**config.mk**
```make
export PLATFORM = sky130hd
export DESIGN_NAME = pyhdl_via_call_arbiter_flat
export DESIGN_NICKNAME = d
export VERILOG_FILES = /design/src/rtl/pyhdl_via_call_arbiter_if.sv /design/src/rtl/pyhdl_via_call_arbiter.sv /design/src/flat_wrapper.sv
export SDC_FILE = /design/constraint.sdc
export NUM_CORES = 1
export LEC_CHECK = 0
export CORE_AREA = 2 2 201 203
export DETAILED_ROUTE_END_ITERATION = 8
export DIE_AREA = 0 0 203 205
export PLACE_DENSITY_LB_ADDON = 0.15
export SLEW_MARGIN = 20
export SYNTH_ARGS = -nofsm -noshare
export SYNTH_HDL_FRONTEND = slang
export SYNTH_SLANG_ARGS = --single-unit
```
**constraint.sdc**
```tcl
create_clock -name i_clock -period 2.6 [get_ports i_clock]
set_input_delay 0.39 -clock i_clock [delete_from_list [all_inputs] [get_ports i_clock]]
set_output_delay 0.39 -clock i_clock [all_outputs]
set_load 0.01 [all_outputs]
```
**src/rtl/pyhdl_via_call_arbiter_if.sv**
```systemverilog
// Call-channel bundle for pyhdl_via_call_arbiter: requester side, bridge side.
// master = arbiter view; slave = requesters plus bridge view.
interface pyhdl_via_call_arbiter_if #(
   parameter int N_REQ  = 4,
   parameter int DATA_W = 64,
   parameter int METH_W = 8
);
   localparam int IDW = (N_REQ > 1) ? $clog2(N_REQ) : 1;

   // requester call side
   logic [N_REQ-1:0]        req_valid;
   logic [N_REQ-1:0]        req_ready;
   logic [N_REQ*METH_W-1:0] req_method;
   logic [N_REQ*DATA_W-1:0] req_data;
   // requester response side
   logic [N_REQ-1:0]        rsp_valid;
   logic [N_REQ-1:0]        rsp_ready;
   logic [DATA_W-1:0]       rsp_data;
   logic                    rsp_err;
   // bridge call side
   logic                    call_valid;
   logic                    call_ready;
   logic [IDW-1:0]          call_src;
   logic [METH_W-1:0]       call_method;
   logic [DATA_W-1:0]       call_data;
   // bridge return side
   logic                    ret_valid;
   logic                    ret_ready;
   logic [DATA_W-1:0]       ret_data;

   modport master (
      input  req_valid, req_method, req_data, rsp_ready,
      input  call_ready, ret_valid, ret_data,
      output req_ready, rsp_valid, rsp_data, rsp_err,
      output call_valid, call_src, call_method, call_data, ret_ready
   );

   modport slave (
      output req_valid, req_method, req_data, rsp_ready,
      output call_ready, ret_valid, ret_data,
      input  req_ready, rsp_valid, rsp_data, rsp_err,
      input  call_valid, call_src, call_method, call_data, ret_ready
   );
endinterface

```
**src/rtl/pyhdl_via_call_arbiter.sv**
```systemverilog
// Round-robin arbiter sharing one VIA bridge call port among N_REQ requesters,
// with a watchdog that converts a missing return into an error response.
// Ports: i_clock, i_reset (sync, active-high), bus (master modport),
//        o_busy (state != IDLE), o_err_count (saturating timeout count).
module pyhdl_via_call_arbiter #(
   parameter int N_REQ   = 4,
   parameter int DATA_W  = 64,
   parameter int METH_W  = 8,
   parameter int TIMEOUT = 1024
) (
   input  logic                     i_clock,
   input  logic                     i_reset,
   pyhdl_via_call_arbiter_if.master bus,
   output logic                     o_busy,
   output logic [7:0]               o_err_count
);
   localparam int IDW = (N_REQ > 1) ? $clog2(N_REQ) : 1;
   localparam int CW  = (TIMEOUT > 0) ? $clog2(TIMEOUT + 1) : 1;
   localparam logic [CW-1:0] LAST = CW'((TIMEOUT > 0) ? TIMEOUT - 1 : 0);

   typedef enum logic [1:0] {
      S_IDLE,
      S_ISSUE,
      S_WAIT,
      S_DELIVER
   } state_t;

   state_t              r_state;
   logic [IDW-1:0]      r_ptr;
   logic [IDW-1:0]      r_idx;
   logic [METH_W-1:0]   r_meth;
   logic [DATA_W-1:0]   r_data;
   logic [CW-1:0]       r_cnt;
   logic [DATA_W-1:0]   r_rsp_data;
   logic                r_rsp_err;
   logic [N_REQ-1:0]    r_rsp_valid;
   logic                r_call_valid;
   logic                r_ret_ready;
   logic                r_busy;
   logic [7:0]          r_err_cnt;

   logic                w_any;
   logic [IDW-1:0]      w_win;
   logic [N_REQ-1:0]    w_win_oh;
   logic [N_REQ-1:0]    w_idx_oh;
   logic [N_REQ-1:0]    w_grant;
   logic [METH_W-1:0]   w_meth;
   logic [DATA_W-1:0]   w_data;
   logic                w_rsp_hs;
   logic                w_expire;

   // Search ptr+1 .. ptr+N_REQ (mod N_REQ); iterating from the far end
   // lets the nearest asserted lane overwrite earlier candidates.
   always_comb begin : p_rr
      int j;
      j     = 0;
      w_any = 1'b0;
      w_win = '0;
      for (int k = N_REQ; k >= 1; k--) begin
         j = int'(r_ptr) + k;
         if (j >= N_REQ) j = j - N_REQ;
         if (bus.req_valid[j[IDW-1:0]]) begin
            w_any = 1'b1;
            w_win = j[IDW-1:0];
         end
      end
   end

   always_comb begin
      w_win_oh = '0;
      w_idx_oh = '0;
      w_meth   = '0;
      w_data   = '0;
      for (int i = 0; i < N_REQ; i++) begin
         w_win_oh[i] = (IDW'(i) == w_win);
         w_idx_oh[i] = (IDW'(i) == r_idx);
         if (IDW'(i) == w_win) begin
            w_meth = bus.req_method[i*METH_W +: METH_W];
            w_data = bus.req_data[i*DATA_W +: DATA_W];
         end
      end
   end

   // Grant is combinational in IDLE; reset masks it so nothing is accepted.
   assign w_grant  = (r_state == S_IDLE && w_any && !i_reset) ? w_win_oh : '0;
   assign w_rsp_hs = |(bus.rsp_ready & w_idx_oh);
   assign w_expire = (TIMEOUT != 0) && (r_cnt == LAST);

   always_ff @(posedge i_clock) begin
      if (i_reset) begin
         r_state      <= S_IDLE;
         r_ptr        <= IDW'(N_REQ - 1);
         r_idx        <= '0;
         r_meth       <= '0;
         r_data       <= '0;
         r_cnt        <= '0;
         r_rsp_data   <= '0;
         r_rsp_err    <= 1'b0;
         r_rsp_valid  <= '0;
         r_call_valid <= 1'b0;
         r_ret_ready  <= 1'b0;
         r_busy       <= 1'b0;
         r_err_cnt    <= '0;
      end else begin
         unique case (r_state)
            S_IDLE: begin
               // Returns seen here are stale and simply dropped.
               r_ret_ready <= 1'b1;
               if (w_any) begin
                  r_idx        <= w_win;
                  r_ptr        <= w_win;
                  r_meth       <= w_meth;
                  r_data       <= w_data;
                  r_call_valid <= 1'b1;
                  r_busy       <= 1'b1;
                  r_state      <= S_ISSUE;
               end
            end
            S_ISSUE: begin
               if (bus.call_ready) begin
                  r_call_valid <= 1'b0;
                  r_cnt        <= '0;
                  r_state      <= S_WAIT;
               end
            end
            S_WAIT: begin
               // A return in the expiry cycle wins over the watchdog.
               if (bus.ret_valid) begin
                  r_rsp_data  <= bus.ret_data;
                  r_rsp_err   <= 1'b0;
                  r_rsp_valid <= w_idx_oh;
                  r_ret_ready <= 1'b0;
                  r_state     <= S_DELIVER;
               end else if (w_expire) begin
                  r_rsp_data  <= '0;
                  r_rsp_err   <= 1'b1;
                  r_rsp_valid <= w_idx_oh;
                  r_ret_ready <= 1'b0;
                  if (r_err_cnt != 8'hFF) r_err_cnt <= r_err_cnt + 8'd1;
                  r_state     <= S_DELIVER;
               end else begin
                  r_cnt <= r_cnt + CW'(1);
               end
            end
            S_DELIVER: begin
               if (w_rsp_hs) begin
                  r_rsp_valid <= '0;
                  r_ret_ready <= 1'b1;
                  r_busy      <= 1'b0;
                  r_state     <= S_IDLE;
               end
            end
            default: r_state <= S_IDLE;
         endcase
      end
   end

   assign bus.req_ready   = w_grant;
   assign bus.rsp_valid   = r_rsp_valid;
   assign bus.rsp_data    = r_rsp_data;
   assign bus.rsp_err     = r_rsp_err;
   assign bus.call_valid  = r_call_valid;
   assign bus.call_src    = r_idx;
   assign bus.call_method = r_meth;
   assign bus.call_data   = r_data;
   assign bus.ret_ready   = r_ret_ready;
   assign o_busy          = r_busy;
   assign o_err_count     = r_err_cnt;
endmodule

```
**src/flat_wrapper.sv**
```systemverilog
// flat-port wrapper written by rule: the top's interface ports become plain ports
module pyhdl_via_call_arbiter_flat 
#(
   parameter int N_REQ   = 4,
   parameter int DATA_W  = 64,
   parameter int METH_W  = 8,
   parameter int TIMEOUT = 1024
)
  (i_clock, i_reset, o_busy, o_err_count, bus_req_valid, bus_req_method, bus_req_data, bus_rsp_ready, bus_call_ready, bus_ret_valid, bus_ret_data, bus_req_ready, bus_rsp_valid, bus_rsp_data, bus_rsp_err, bus_call_valid, bus_call_src, bus_call_method, bus_call_data, bus_ret_ready);
  pyhdl_via_call_arbiter_if #(.N_REQ(N_REQ), .DATA_W(DATA_W), .METH_W(METH_W)) bus_i ();
  input  logic i_clock;
  input  logic i_reset;
  output logic o_busy;
  output logic [7:0] o_err_count;
  input wire logic [$bits(bus_i.req_valid)-1:0] bus_req_valid;
  input wire logic [$bits(bus_i.req_method)-1:0] bus_req_method;
  input wire logic [$bits(bus_i.req_data)-1:0] bus_req_data;
  input wire logic [$bits(bus_i.rsp_ready)-1:0] bus_rsp_ready;
  input wire logic [$bits(bus_i.call_ready)-1:0] bus_call_ready;
  input wire logic [$bits(bus_i.ret_valid)-1:0] bus_ret_valid;
  input wire logic [$bits(bus_i.ret_data)-1:0] bus_ret_data;
  output wire logic [$bits(bus_i.req_ready)-1:0] bus_req_ready;
  output wire logic [$bits(bus_i.rsp_valid)-1:0] bus_rsp_valid;
  output wire logic [$bits(bus_i.rsp_data)-1:0] bus_rsp_data;
  output wire logic [$bits(bus_i.rsp_err)-1:0] bus_rsp_err;
  output wire logic [$bits(bus_i.call_valid)-1:0] bus_call_valid;
  output wire logic [$bits(bus_i.call_src)-1:0] bus_call_src;
  output wire logic [$bits(bus_i.call_method)-1:0] bus_call_method;
  output wire logic [$bits(bus_i.call_data)-1:0] bus_call_data;
  output wire logic [$bits(bus_i.ret_ready)-1:0] bus_ret_ready;
  assign bus_i.req_valid = bus_req_valid;
  assign bus_i.req_method = bus_req_method;
  assign bus_i.req_data = bus_req_data;
  assign bus_i.rsp_ready = bus_rsp_ready;
  assign bus_i.call_ready = bus_call_ready;
  assign bus_i.ret_valid = bus_ret_valid;
  assign bus_i.ret_data = bus_ret_data;
  assign bus_req_ready = bus_i.req_ready;
  assign bus_rsp_valid = bus_i.rsp_valid;
  assign bus_rsp_data = bus_i.rsp_data;
  assign bus_rsp_err = bus_i.rsp_err;
  assign bus_call_valid = bus_i.call_valid;
  assign bus_call_src = bus_i.call_src;
  assign bus_call_method = bus_i.call_method;
  assign bus_call_data = bus_i.call_data;
  assign bus_ret_ready = bus_i.ret_ready;
  pyhdl_via_call_arbiter #(.N_REQ(N_REQ), .DATA_W(DATA_W), .METH_W(METH_W), .TIMEOUT(TIMEOUT)) u_core (.i_clock(i_clock), .i_reset(i_reset), .bus(bus_i), .o_busy(o_busy), .o_err_count(o_err_count));
endmodule
```
# [Word level (Yosys, flattened, before mapping)]
# Index checks and enable logic that the tools add are counted.
# W data, S select, Z words.
[totals] wordCells=128 input_bits=364 output_inout_bits=158 reg_bits=169
[op_classes] addsub=10 eq_ne=17 reduce_logical=22 n_bitwise=2 muxes=56 order_cmp=8
[ops] operator="$mux W64" n=6
[ops] operator="$mux W11" n=3
[ops] operator="$mux W8" n=4
[ops] operator="$mux W2" n=13
[ops] operator="$pmux W11 S2" n=1
[ops] operator="$mux W1" n=16
[ops] operator="$mux W4" n=4
[ops] operator="$lt A2 B3 Y1 const B" n=4
[ops] operator="$reduce_and A3 Y1" n=4
[ops] operator="$reduce_and A4 Y1" n=3
[ops] operator="$add A11 B1 Y11 const B" n=1
[ops] operator="$eq A11 B10 Y1 const B" n=1
[ops] operator="$reduce_bool A2 Y1" n=5
[ops] operator="$ge A3 B3 Y1 const B" n=3
[ops] operator="$add A8 B1 Y8 const B" n=1
[ops] operator="$bmux W1 S2" n=4
[ops] operator="$eq A2 B2 Y1 const A" n=4
[ops] operator="$ne A8 B8 Y1 const B" n=1
[ops] operator="$pmux W2 S4" n=1
[ops] operator="$pmux W4 S2" n=1
[ops] operator="$sub A2 B1 Y2 const B" n=4
[ops] operator="$add A2 B2 Y3 const B" n=2
[ops] operator="$logic_not A2 Y1" n=3
[ops] operator="$ne A2 B2 Y1 const B" n=3
[ops] operator="17 further kinds" n=23

# [Depth between registers and ports, before layout]
# Gate-level depths: netlist of the first run.
[logic_depth] depth_word=14 depth_mapped=9 mapped_depth_nobuf=7

# [Worst setup path before layout of the first run]
# Ideal clock, no wire load.
[synth_timing] path_kind="input to output" start="input bus_req_valid[1]" end="output bus_req_ready[1]" required_time_ns=2.210 slack_ns=0.509 path_buffers=3 arrival_time_ns=1.701 stages=7 cell_sequence="or4_1 clkbuf_1 nand2_1 or3_1 buf_2 buf_2 nor2b_1"
[synth_between] elab_chain_cells=9 word_cells_on_any_way=20 classes_between="eq/ne: 1; mux: 17; reduce/logical: 2"
[synth_rtl] item="start, declared" line_no="flat_wrapper.sv:15" source="input wire logic [$bits(bus_i.req_valid)-1:0] bus_req_valid;"
[synth_rtl] item="$bmux W1 S2" line_no="pyhdl_via_call_arbiter.sv:62" source="if (bus.req_valid[j[IDW-1:0]]) begin"
[synth_rtl] item="$mux W1 (not written as such)" line_no="pyhdl_via_call_arbiter.sv:62"
[synth_rtl] item="$mux W1 (4 in a row)" line_no="pyhdl_via_call_arbiter.sv:62"
[synth_rtl] item="$logic_and A1 B1 Y1 (2 in a row)" line_no="pyhdl_via_call_arbiter.sv:85" source="assign w_grant = (r_state == S_IDLE && w_any && !i_reset) ? w_win_oh : '0;"
[synth_rtl] item="$mux W4 (*)" line_no="pyhdl_via_call_arbiter.sv:85"
[synth_rtl] item="end, declared" line_no="flat_wrapper.sv:22" source="output wire logic [$bits(bus_i.req_ready)-1:0] bus_req_ready;"
# Mark *: on every way between the ends. The rest lies on a longest branch, timed or not. The select of a mux whose other input is x is not followed.

# [Final worst setup path of the first run]
[layout_timing] start="register u_core.r_ptr[0]" end="output bus_req_ready[0]"
[layout_between] elab_chain_cells=12 word_cells_on_any_way=36 classes_between="add/sub: 8; order compare: 4; mux: 21; reduce/logical: 3"
[layout_rtl] item="start, declared" line_no="pyhdl_via_call_arbiter.sv:29" source="logic [IDW-1:0] r_ptr;"
[layout_rtl] item="start signal, assigned" line_no="pyhdl_via_call_arbiter.sv:92" source="r_ptr <= IDW'(N_REQ - 1);"
[layout_rtl] item="start signal, assigned" line_no="pyhdl_via_call_arbiter.sv:111" source="r_ptr <= w_win;"
[layout_rtl] item="$add A2 B3 Y4" line_no="pyhdl_via_call_arbiter.sv:60" source="j = int'(r_ptr) + k;"
[layout_rtl] item="$ge A4 B3 Y1 / $sub A2 B1 Y2 (equally long branches)" line_no="pyhdl_via_call_arbiter.sv:61" source="if (j >= N_REQ) j = j - N_REQ;"
[layout_rtl] item="$mux W2" line_no="pyhdl_via_call_arbiter.sv:61"
[layout_rtl] item="$bmux W1 S2" line_no="pyhdl_via_call_arbiter.sv:62"
[layout_rtl] item="$mux W1 (not written as such)" line_no="pyhdl_via_call_arbiter.sv:62"
[layout_rtl] item="$mux W1 (4 in a row)" line_no="pyhdl_via_call_arbiter.sv:62"
[layout_rtl] item="$logic_and A1 B1 Y1 (2 in a row)" line_no="pyhdl_via_call_arbiter.sv:85"
[layout_rtl] item="$mux W4 (*)" line_no="pyhdl_via_call_arbiter.sv:85"
# Marks and branches as above.

==> results by group, run 1 <==
Worst hold path
  – Hold path start: i_reset
  – Hold crit path type: in2reg
  – Worst Hold Path EP: u_core.bus.call_src[1]$_SDFFE_PP0N_
  – Hold Path Stages: 2

Clocking
  – CTS tree: built
  – Worst-path clk slew: 80 ps
  – CTS Buf Count: 17
  – CTS Sinks: roughly 170
  – Htree depth: 4
  – CTS max path bufs: 2
  – Clk_lat worst skew: between 400 and 500 ps
  – Root Driver: clkbuf_16

Floorplan
  – Initial Util: 22.1%
  – Die W: 203 um
  – Die footprint: 0.0416 mm^2
  – Num ports: roughly 520
  – Core area: 0.0394 mm^2
  – DIE HEIGHT: 205 um
  – Row count: 73

Run status
  – Status: completed

Setup path
  – Critical path's largest stage delay: 430 ps
  – Reg2reg path depth: 9
  – CP Launch Type: register
  – Levels on crit path: 6
  – Worst-path fanout max: 3
  – Slowest-stage cell, CP: or3_4
  – Crit path max-delay family: simple AND/OR/NAND/NOR gates
  – R2r setup slk: 300 ps
  – Critical Path Start: u_core.r_ptr[0]$_SDFFE_PP1N_
  – Cell chain of the critical path: and2b_1, o221a_1, or3_4, buf_6, nor2_4, buf_2
  – Worst endpoint data arrival time: 2100 ps
  – Crit Path Category: reg2out
  – Reg-to-Reg Start: u_core.r_ptr[0]$_SDFFE_PP1N_
  – Worst Path Required: approximately 2200 ps
  – Crit path buf inv count: 2
  – Reg2reg end: u_core.bus.call_method[4]$_SDFFE_PP0N_
  – Crit. End Element: output pin

Global route
  – Number of global-route vias before repair: 10300
  – Pin count of the biggest net entering global routing: 87
  – Total grt overflow: 0
  – All-Layer GR Usage: 20.9%
  – Initial antenna violation count: 3
  – Global-route wire length before repair: around 66 mm

Finish
  – # nets final: between 1500 and 2000
  – Area Growth Syn to Fin: 79.1%
  – Fillcell total: 3957
  – Share of layout cells above drive strength 1: between 8 and 9%
  – Post-route cell area: 0.0156 mm^2
  – Non-filler instance count after layout: 2047

Place
  – GP Congestion: 0.864
  – IO buf count: 521
  – Placement Cell Area: 0.0150 mm^2
  – Placed cell count: 2012
  – Place WS: -361 ps
  – HPWL after detailed placement: 33.1 mm

Drt
  – Routed Wire Length: 44.8 mm
  – Mean routed wirelength per cell: 21.9 um
  – Vias per inst: 4.90
  – Vias: 10000
  – Iteration-0 DRC count of the detailed router: just over 500
  – DR DRC count: 0
  – Final ANT Viol Nets: 0
  – DR pass1 iterations: 5

Logic synthesis
  – Post-synthesis cell count: 1003
  – Top FF cell, synth: dfxtp_1
  – Syn Area/Cell: ~8.7 um^2
  – EDFF count, synth: 0
  – Register bit total from synthesis: 169
  – Synth unique cells: 51
  – Yosys warns: 0
  – Net Count, Synth: about 1400
  – Sequential share of the synthesized area: ~39%
  – Post-Syn Area: 0.00871 mm^2
  – Asr flop ratio synth: 0%

Timing
  – Pins Over Slew Limit: 0
  – Final setup fails: 0
  – Fin crit share: 95.7%
  – Clk_skew: 12.5 ps
  – Tmin final: 2490 ps
  – Maximum clock rate: 402 MHz
  – RSZ-0062 raised after global routing: false
  – Final setup margin: 113 ps
  – Max-slew headroom: 38.3%
  – Slew @ Worst Pin: 925 ps
  – Hold Vio Cnt, Final: 0

Power and ir drop
  – PwrDens: 815 mW/mm^2
  – Maximum vdd drop: 0.449 mV
  – LEAKAGE: 5.75 nW

Job
  – Max-Cap Viols: 0
==> cell type report <==
class | count | area (um^2) | area share (%)
Sequential cell | 169 | 3380 | 21.7
Clock buffer | 17 | 425 | 2.73
Multi-Input combinational cell | 719 | 4930 | 31.6
Timing Repair Buffer | 591 | 5980 | 38.3
Clock inverter | 15 | 179 | 1.15
Tap cell | 525 | 657 | 4.21
Inverter | 9 | 33.8 | 0.217
Antenna cell | 2 | 5.00 | 0.0321
==> synthesized netlist by cell type (2+ instances only) <==
library cell	n	share of area, %
dfxtp_1	169	39
nor2_1	91	3.9
nand2_1	88	3.8
mux2i_1	76	8.7
a21o_1	73	6.3
o211ai_1	73	6.3
clkbuf_1	72	3.1
nand4_1	72	5.2
o31ai_1	71	6.1
a22oi_1	64	5.5
buf_2	24	1.4
xnor2_1	14	1.4
a21oi_1	10	0.57
nor3_1	10	0.57
nand3_1	9	0.52
inv_1	8	0.34
buf_1	7	0.30
ha_1	6	0.86
nor2b_1	6	0.43
nand2b_1	5	0.36
a211oi_1	4	0.34
nor4_2	4	0.57
o21ai_1	4	0.23
o32ai_1	4	0.40
a2111oi_0	3	0.30
and2_1	2	0.14
and3_1	2	0.14
buf_6	2	0.26
nand3b_1	2	0.17
nand4_2	2	0.29
o21a_1	2	0.17
o21ai_0	2	0.11
o21bai_1	2	0.17
or3_1	2	0.14
or4_1	2	0.17
==> stage by stage <==
stage	power, mW	TNS (ps)	util (%)	hold slack (ps)
3_3_place_gp	10.1	-12260	38.0	450
3_5_place_dp	10.1	-15620	38.0	448
5_1_grt	13.5	0	39.6	220
2_1_floorplan	6.60	0	-	477
6_report	12.7	0	39.6	233
4_1_cts	12.9	0	39.6	200
==> worst max path at each step <==
| stage | endpoint |
|---|---|
| after floorplan | bus_req_ready[1] |
| after global placement | bus_req_ready[0] |
| after detailed placement | bus_req_ready[0] |
| after CTS | bus_req_ready[0] |
| after global routing | bus_req_ready[2] |
| final | bus_req_ready[0] |
==> power breakdown <==
group	internal, mW	switching, mW	leakage (nW)
clock network	1.39	1.32	0.294
registers	3.27	0.395	1.38
logic	3.21	3.13	4.08
==> per-layer routing <==
metal	vias up	global-route usage [%]	share of wire [%]
met3	35	6.89	9.2
met2	445	35.0	48
met5	-	0	0.029
met1	4771	25.4	41
met4	2	6.20	1.8
li1	4782	-	-
==> timing repair <==
| action | CTS | global route |
|---|---|---|
| cloned | 0 | 0 |
| endpoints found under the setup margin | 3 | 1 |
| pin swaps | 2 | 1 |
| setup buffers | 1 | 0 |
| hold buffers | 0 | 0 |
| gates resized for setup | 12 | 2 |
| hold endpoints to repair | 0 | 0 |
==> cell families after synthesis <==
kind of cell	count (synthesis)	share of synthesized area [%]
compound gates	318	27.4
simple gates	304	17.0
flops	169	38.8
buf+inv	115	5.49
mux	77	8.99
xor+xnor	14	1.41
fa+ha+maj	6	0.862
==> state kept, by name, indices dropped and copies added (netlist names) <==
register,cells
u_core.bus.call_data,64
u_core.bus.call_method,8
u_core.bus.call_src,2
u_core.bus.call_valid,1
u_core.bus.ret_ready,1
u_core.bus.rsp_data,64
u_core.bus.rsp_err,1
u_core.bus.rsp_valid,4
u_core.o_busy,1
u_core.o_err_count,8
u_core.r_cnt,11
u_core.r_ptr,2
u_core.r_state,2
==> layout by cell type (no fill, tap or decap), types with 3 or more instances in the layout <==
cell type,instances
a2111oi_0,3
nand2b_1,5
nor2b_1,6
ha_1,6
clkdlybuf4s50_1,513
mux2i_1,76
inv_8,5
xnor2_1,14
dlygate4sd2_1,4
o32ai_1,4
a21o_1,72
nor2_1,90
o31ai_1,71
nor4_2,4
o211ai_1,73
a21oi_1,9
nand4_1,72
nand2_1,87
dfxtp_1,168
inv_1,8
buf_4,50
inv_6,4
a211oi_1,4
clkbuf_16,17
nand3_1,8
buf_12,20
a22oi_1,64
nor3_1,9
(Power assumes the default switching activity.)
==> run 2: changes to the inputs <==
--- a/config.mk
+++ b/config.mk
@@ -5,9 +5,10 @@
 export SDC_FILE = /design/constraint.sdc
 export NUM_CORES = 1
 export LEC_CHECK = 0
-export CORE_AREA = 2 2 201 203
+export ABC_AREA = 1
+export CORE_AREA = 2 2 202 204
 export DETAILED_ROUTE_END_ITERATION = 8
-export DIE_AREA = 0 0 203 205
+export DIE_AREA = 0 0 204 206
 export PLACE_DENSITY_LB_ADDON = 0.15
 export SLEW_MARGIN = 20
 export SYNTH_ARGS = -nofsm -noshare
==> run 2 against run 1 <==
  * Final area grew 1.7%
  * Critical endpoint is now bus_req_ready[2]
  * Combinational power grew 80%
  * Count of clock-buffer cells in the layout grew 2
  * Largest cell class unchanged
  * Wire length shrank 11%
  * Maximum frequency grew 4.4%
  * Setup slack gained 100 ps
==> results by group, run 2 <==
Timing
  – Fin crit share: 91.7% (-4.0 points)
  – Maximum clock rate: 420 MHz (+4.4%)
  – Slew @ Worst Pin: 867 ps (-57.5 ps)
  – Hold Vio Cnt, Final: 0 (unchanged)
  – Max-slew headroom: 42.2% (+3.8 points)
  – Tmin final: 2380 ps (-104 ps)
  – Final setup fails: 0 (unchanged)
  – Pins Over Slew Limit: 0 (unchanged)
  – Clk_skew: 7.48 ps (-5.00 ps)
  – Hold WS: 459 ps (+227 ps)
  – Final setup margin: 217 ps (+104 ps)
  – RSZ-0062 raised after global routing: false

Logic synthesis
  – Post-synthesis cell count: 1482 (+48%)
  – Synth top area cells: dfxtp_1 (36%), nand2_1 (19%), nand3_1 (8.6%)
  – EDFF count, synth: 0 (unchanged)
  – Yosys warns: 0 (unchanged)
  – Synth top area share: 36.2% (-2.7 points)
  – Synth cell count leaders: nand2_1 (481), dfxtp_1 (169), nand3_1 (161), inv_1 (158), a21oi_1 (155)
  – Syn Area/Cell: 6.31 um^2 (-27%)
  – Register bit total from synthesis: 169 (unchanged)
  – Post-Syn Area: 0.00935 mm^2 (+7.3%)
  – Synth unique cells: 32 (-37%)
  – Net Count, Synth: 1852 (+35%)
  – Largest area contributor in the netlist: dfxtp_1
  – Sequential share of the synthesized area: 36.2% (-2.7 points)
  – Top FF cell, synth: dfxtp_1
  – Asr flop ratio synth: 0% (unchanged)
  – Most frequent cell after synthesis: nand2_1

Floorplan
  – Row count: 74 (+1.4%)
  – Die W: 204 um (+0.49%)
  – Die footprint: 0.0420 mm^2 (+0.98%)
  – Initial Util: 23.3% (+1.1 points)
  – DIE HEIGHT: 206 um (+0.49%)
  – Core area: 0.0402 mm^2 (+2.1%)
  – Num ports: 522 (unchanged)

Global route
  – Total grt overflow: 0 (unchanged)
  – All-Layer GR Usage: 18.4% (-2.5 points)
  – Initial antenna violation count: 4 (+1)
  – Global-route wire length before repair: 59.2 mm (-10%)
  – Number of global-route vias before repair: 10500 (+2.6%)
  – Pin count of the biggest net entering global routing: 76 (-13%)

Setup path
  – Worst endpoint data arrival time: 1990 ps (-110 ps)
  – Reg-to-Reg Start: u_core.r_ptr[0]$_SDFFE_PP1N_
  – Critical Path Start: u_core.r_ptr[0]$_SDFFE_PP1N_
  – Most frequent CP cell: nand2_1
  – Worst-path fanout max: 10 (+7)
  – Critical path's largest stage delay: 340 ps (-90 ps)
  – Crit. End Element: output pin
  – Crit Path Category: reg2out
  – R2r setup slk: 280 ps (-20 ps)
  – Cell chain of the critical path: buf_4, nand2_1, o21ai_1, nand2_1, nand2_1, nand2_1, nand2_2, nand2_2, nand2_4, nand2_1, nor2_1, buf_2
  – Worst Path Required: 2210 ps (about the same)
  – CP Launch Type: register
  – Crit path max-delay family: simple AND/OR/NAND/NOR gates
  – Slowest-stage cell, CP: dfxtp_1
  – Crit path buf inv count: 2 (unchanged)

Power and ir drop
  – Switching Fraction: 46.3% (+8.2 points)
  – Flop pwr share: 19.4% (-9.5 points)
  – Switching power: 8.20 mW (+69%)
  – Maximum vdd drop: 0.579 mV (+29%)
  – Clk pwr share: 16.5% (-4.8 points)
  – PwrDens: 1120 mW/mm^2 (+37%)
  – Combinational power share: 64.1% (+14 points)
  – LEAKAGE: 6.65 nW (+15%)
  – Power Internal: 9.51 mW (+21%)

Worst hold path
  – Hold crit path type: reg2reg
  – Hold path start: u_core.bus.rsp_data[48]$_SDFFE_PP0P_

Clocking
  – Htree depth: 4 (unchanged)
  – CTS max path bufs: 2 (unchanged)
  – CTS tree: built
  – Worst-path clk slew: 70 ps (about the same)
  – Clk_lat worst skew: 460 ps (about the same)
  – Post-CTS setup buffers: 0 (-1)
  – # resized after CTS: 5 (-7)
  – CTS Buf Count: 17 (unchanged)
  – CTS Sinks: 169 (unchanged)
  – Hold_buf cts: 0 (unchanged)
  – Root Driver: clkbuf_16

Place
  – HPWL after detailed placement: 31.1 mm (-6.1%)
  – GP Congestion: 0.891 (+3.2%)
  – Place WS: -180 ps (+181 ps)
  – IO buf count: 521 (unchanged)

Drt
  – Vias: 11000 (+9.9%)
  – DR DRC count: 0 (unchanged)
  – Vias per inst: 4.37 (-11%)
  – Mean routed wirelength per cell: 15.9 um (-28%)
  – DR pass1 iterations: 5 (unchanged)
  – Routed Wire Length: 40.0 mm (-11%)
  – Final ANT Viol Nets: 0 (unchanged)
  – Iteration-0 DRC count of the detailed router: 523 (+2.8%)

Run status
  – Status: completed

Finish
  – # nets final: 2345 (+25%)
  – Most common cell after layout, fill and taps aside: clkdlybuf4s50_1
  – Fillcell total: 4280 (+8.2%)
  – Commonest cells after routing, fill and taps aside: clkdlybuf4s50_1 (516), nand2_1 (480), dfxtp_1 (169)
  – Area Growth Syn to Fin: 69.6%
  – Share of layout cells above drive strength 1: 5.39% (-3.1 points)

Job
  – Max-Cap Viols: 0 (unchanged)
[run 2: routing by layer]
layer / share of wire [%] / wire length (um) / global-route usage [%]
met1: 41 / 16500 / 21.3
met2: 48 / 19300 / 31.3
met3: 7.7 / 3060 / 5.72
met4: 2.7 / 1090 / 7.89
met5: 0.033 / 13 / 0
[run 2: path summary, 6_finish.rpt]
kind,endpoint,cells past startpoint
max,bus_req_ready[2],12
min,u_core.bus.rsp_data[48]$_SDFFE_PP0P_,2
max reg2reg,u_core.bus.call_data[31]$_SDFFE_PP0N_,14
min reg2reg,u_core.bus.rsp_data[48]$_SDFFE_PP0P_,2
[run 2: cells by family (layout without fill, tap and decap cells)]
group,after synthesis,in the layout,synth area share [%]
AOI/OAI and AO/OA,275,275,16.3
other,0,3,0
buffers and inverters,260,765,12.1
DFF,169,169,36.2
xor gates and xnor gates,7,7,0.656
and+or+nand+nor,765,765,34.0
adders and majority gates,6,6,0.803
[run 2: power groups by stage]
| stage | Sequential, mW | Clock (mW) | Combinational, mW |
|---|---|---|---|
| final | 3.43 | 2.93 | 11.4 |
| after global routing | 3.49 | 3.14 | 12.8 |
| after CTS | 3.43 | 3.05 | 11.6 |
| after detailed placement | 3.48 | 0 | 11.5 |
| after global placement | 3.47 | 0 | 11.4 |
| after floorplan | 3.65 | 0 | 7.13 |
[run 2: cell type report]
class	instances	area (um^2)	share of cell area, %
repair buffers	570	5660	35.7
multi-input cells	1053	4870	30.7
flip-flops and latches	169	3380	21.3
well taps	532	666	4.20
inverters	164	618	3.90
clock buffers	19	443	2.79
clock inverters	12	211	1.33
diodes	3	7.51	0.0473
[run 2: through the flow]
stage | instances | instance area, um^2 | setup TNS, ps | power [mW] | util [%]
2_1_floorplan | 1482 | 9350 | 0 | 10.8 | -
3_3_place_gp | 2488 | 15200 | -1290 | 14.9 | 37.8
3_5_place_dp | 2488 | 15200 | -4530 | 15.0 | 37.8
4_1_cts | 2519 | 15900 | 0 | 18.0 | 39.5
5_1_grt | 2522 | 15900 | 0 | 19.5 | 39.5
6_report | 2522 | 15900 | 0 | 17.7 | 39.5
[run 2: worst min-delay path, cell delays in order (launching register included)]
cell     delay (ps)
dfxtp_1         310
nand2_1          60
a21oi_1          50
==> run 3: changes to the inputs <==
--- a/config.mk
+++ b/config.mk
@@ -14,3 +14,4 @@
 export SYNTH_ARGS = -nofsm -noshare
 export SYNTH_HDL_FRONTEND = slang
 export SYNTH_SLANG_ARGS = --single-unit
+export TNS_END_PERCENT = 20
==> results of run 3 <==
Final layout, timing and power as in run 2 (identical DEF).
==> patch: new RTL, settings of run 3 <==
`TIMEOUT` is set to 1024 in 2 places; all go to 512.
--- a/src/rtl/pyhdl_via_call_arbiter.sv
+++ b/src/rtl/pyhdl_via_call_arbiter.sv
@@ -6,7 +6,7 @@
    parameter int N_REQ   = 4,
    parameter int DATA_W  = 64,
    parameter int METH_W  = 8,
-   parameter int TIMEOUT = 1024
+   parameter int TIMEOUT = 512
 ) (
    input  logic                     i_clock,
    input  logic                     i_reset,
--- a/src/flat_wrapper.sv
+++ b/src/flat_wrapper.sv
@@ -4,7 +4,7 @@
    parameter int N_REQ   = 4,
    parameter int DATA_W  = 64,
    parameter int METH_W  = 8,
-   parameter int TIMEOUT = 1024
+   parameter int TIMEOUT = 512
 )
   (i_clock, i_reset, o_busy, o_err_count, bus_req_valid, bus_req_method, bus_req_data, bus_rsp_ready, bus_call_ready, bus_ret_valid, bus_ret_data, bus_req_ready, bus_rsp_valid, bus_rsp_data, bus_rsp_err, bus_call_valid, bus_call_src, bus_call_method, bus_call_data, bus_ret_ready);
   pyhdl_via_call_arbiter_if #(.N_REQ(N_REQ), .DATA_W(DATA_W), .METH_W(METH_W)) bus_i ();
Check against the original RTL: no difference found for any inputs over 4 cycles, from zero or initial values and one cycle with i_reset high; that may be too few to reach the edited logic, so the function may still have changed.
==> patch against run 3 <==
Power down 6.2%. Non-clock buffer count down 12. Worst setup slack worse by 0.077 ns. Synthesized area down 5.0%. Count of clock-buffer cells in the layout down 1. Cell area down 3.7%. Wire length down 2.6%. Sequential cell count down 1. Highest routed layer unchanged.
==> patch: results (changes against run 3) <==
Finish
  – # fillers: 4311 (was 4280)
  – Nets: 2214 (was 2345)
  – Fraction of layout cells with a size suffix above 1: 7.05% (was 5.39%)

Clock network
  – Htree depth: 4 (unchanged)
  – Worst skew pair latency: 0.44 ns (was 0.46 ns)
  – Clock root cell: clkbuf_16 (unchanged)
  – CTS Buf Count: 17 (unchanged)
  – Post-CTS setup buffer count: 0 (unchanged)
  – Longest Clk Path Bufs: 2 (unchanged)
  – CTS resizes: 8 (was 5)
  – Clock Pin Slew Worst Setup and Hold Paths: 0.07 ns (about the same)

Logic synthesis
  – Async set-reset flop share out of synthesis: 0% (unchanged)
  – Ys Warns: 0 (unchanged)
  – Post-synthesis compound-gate area fraction: 17.8% (was 16.3%)
  – Seq/Total Area, Yosys: 37.9% (was 36.2%)
  – Synth cell count leaders: nand2_1 (449), dfxtp_1 (168), a21oi_1 (132) (was nand2_1 (481), dfxtp_1 (169), nand3_1 (161))
  – Mux cell area share after synthesis: 0% (unchanged)
  – Synth unique cells: 44 (was 32)
  – Post-Synth XOR/XNOR Area: 0.394% (was 0.656%)
  – Leading post-synthesis cells by cell area: dfxtp_1 (38%), nand2_1 (19%), a21oi_1 (7.4%) (was dfxtp_1 (36%), nand2_1 (19%), nand3_1 (8.6%))
  – Post-synthesis adder-cell area fraction: 0.845% (was 0.803%)
  – Ys flop type: dfxtp_1 (unchanged)
  – Post-Syn Nets: 1725 (was 1852)

Floorplan
  – CORE AREA: 0.0402 mm2 (unchanged)

STA
  – Slew HR: 51.5% (was 42.2%)
  – Final Hold Viols: 0 (unchanged)
  – Clock Skews: 0.0122 ns (was 0.00748 ns)

Setup path
  – CP Data Arrival Time: 2.07 ns (was 1.99 ns)
  – Critical path fanouts, max: 6 (was 10)

Global routing
  – Tot GR Track Use: 18.0% (was 18.4%)
  – Initial antenna violation count: 2 (was 4)
  – First-pass GRT wire length: 57800 um (was 59200 um)
  – Vias in the first global route: 10200 (was 10500)
  – Largest net degree at the start of global routing: 90 (was 76)

Pwr
  – NetSw: 7.95 mW (was 8.20 mW)
  – Sequential power share: 21.0% (was 19.4%)
  – Peak VDD IR: 0.606 mV (was 0.579 mV)
  – Leak: 6.07 nW (was 6.65 nW)

Placed design
  – Number of port buffers: 521 (unchanged)
  – Dpl hpwl: 29700 um (was 31100 um)
  – GPL Wtd Cong: 0.798 (was 0.891)
  – Pre-CTS setup slack: -0.235 ns (was -0.180 ns)

Hold path
  – Hold Crit Class: reg -> reg (unchanged)

Drt
  – DR WL/cell: 16.3 um (was 15.9 um)
  – Initial DRT Pass Iterations: 5 (unchanged)
  – Vias per cell: 4.35 (was 4.37)
  – DRT iter0 DRCs: 426 (was 523)

Run status
  – Status: finished, final reports clean (unchanged)
==> patch: final cells by class <==
| cell class | count | area share (%) |
|---|---|---|
| diodes | 2 | 0.0328 |
| clock buffers | 18 | 2.81 |
| clock inverters | 14 | 0.853 |
| inverters | 118 | 2.99 |
| multi-input cells | 981 | 30.2 |
| flip-flops and latches | 168 | 22.1 |
| well taps | 532 | 4.36 |
| repair buffers | 558 | 36.7 |
==> patch: path summary, 6_finish.rpt <==
check / startpoint / endpoint / slack [ns] / cells past startpoint
max: bus_req_valid[3] / bus_req_ready[1] / 0.14 / 12
min: u_core.bus.ret_ready / u_core.bus.ret_ready / 0.45 / 2
max reg2reg: u_core.r_ptr[0] / u_core.bus.call_data[8] / 0.35 / 15
min reg2reg: u_core.bus.ret_ready / u_core.bus.ret_ready / 0.45 / 2
==> patch: layer usage <==
metal | GRT usage (%) | vias up | wire [um]
met5 | 0 | - | 16
met4 | 7.12 | 2 | 1110
met3 | 6.26 | 50 | 3190
met2 | 31.1 | 331 | 19000
met1 | 20.2 | 4662 | 15600
li1 | - | 5358 | -
==> patch: critical path, cell delays in order <==
cell and delay, ns:
clkdlybuf4s50_1 0.49, inv_1 0.05, nand2_1 0.09, nand2_2 0.10, inv_2 0.06, nor2_2 0.05, nor2_1 0.11, nand3_2 0.14
nand2_8 0.13, nand2_1 0.07, nor2_1 0.10, clkdlybuf4s15_1 0.28
==> patch: logic make-up (layout without fill, tap and decap cells) <==
family | after synthesis | in the layout
DFF | 168 | 168
and+or+nand+nor | 681 | 681
other | 0 | 2
xor gates and xnor gates | 4 | 4
adders and majority gates | 6 | 6
buffers and inverters | 206 | 708
AOI/OAI and AO/OA | 290 | 290
==> patch: power groups by stage <==
| stage | clock network (mW) | registers [mW] | logic (mW) |
|---|---|---|---|
| 4_1_cts | 2.63 | 3.50 | 10.8 |
| 6_report | 2.51 | 3.50 | 10.6 |
| 2_1_floorplan | 0 | 3.73 | 6.50 |
| 3_5_place_dp | 0 | 3.54 | 10.8 |
| 5_1_grt | 2.74 | 3.57 | 11.9 |
| 3_3_place_gp | 0 | 3.53 | 10.7 |
==> patch: through the flow <==
step | cells | util [%] | power (mW) | area (um2)
6_report | 2391 | 38.0 | 16.6 | 15300
5_1_grt | 2390 | 38.0 | 18.2 | 15300
4_1_cts | 2389 | 38.0 | 16.9 | 15300
3_5_place_dp | 2357 | 36.6 | 14.3 | 14700
3_3_place_gp | 2357 | 36.6 | 14.2 | 14700
2_1_floorplan | 1355 | - | 10.2 | 8880
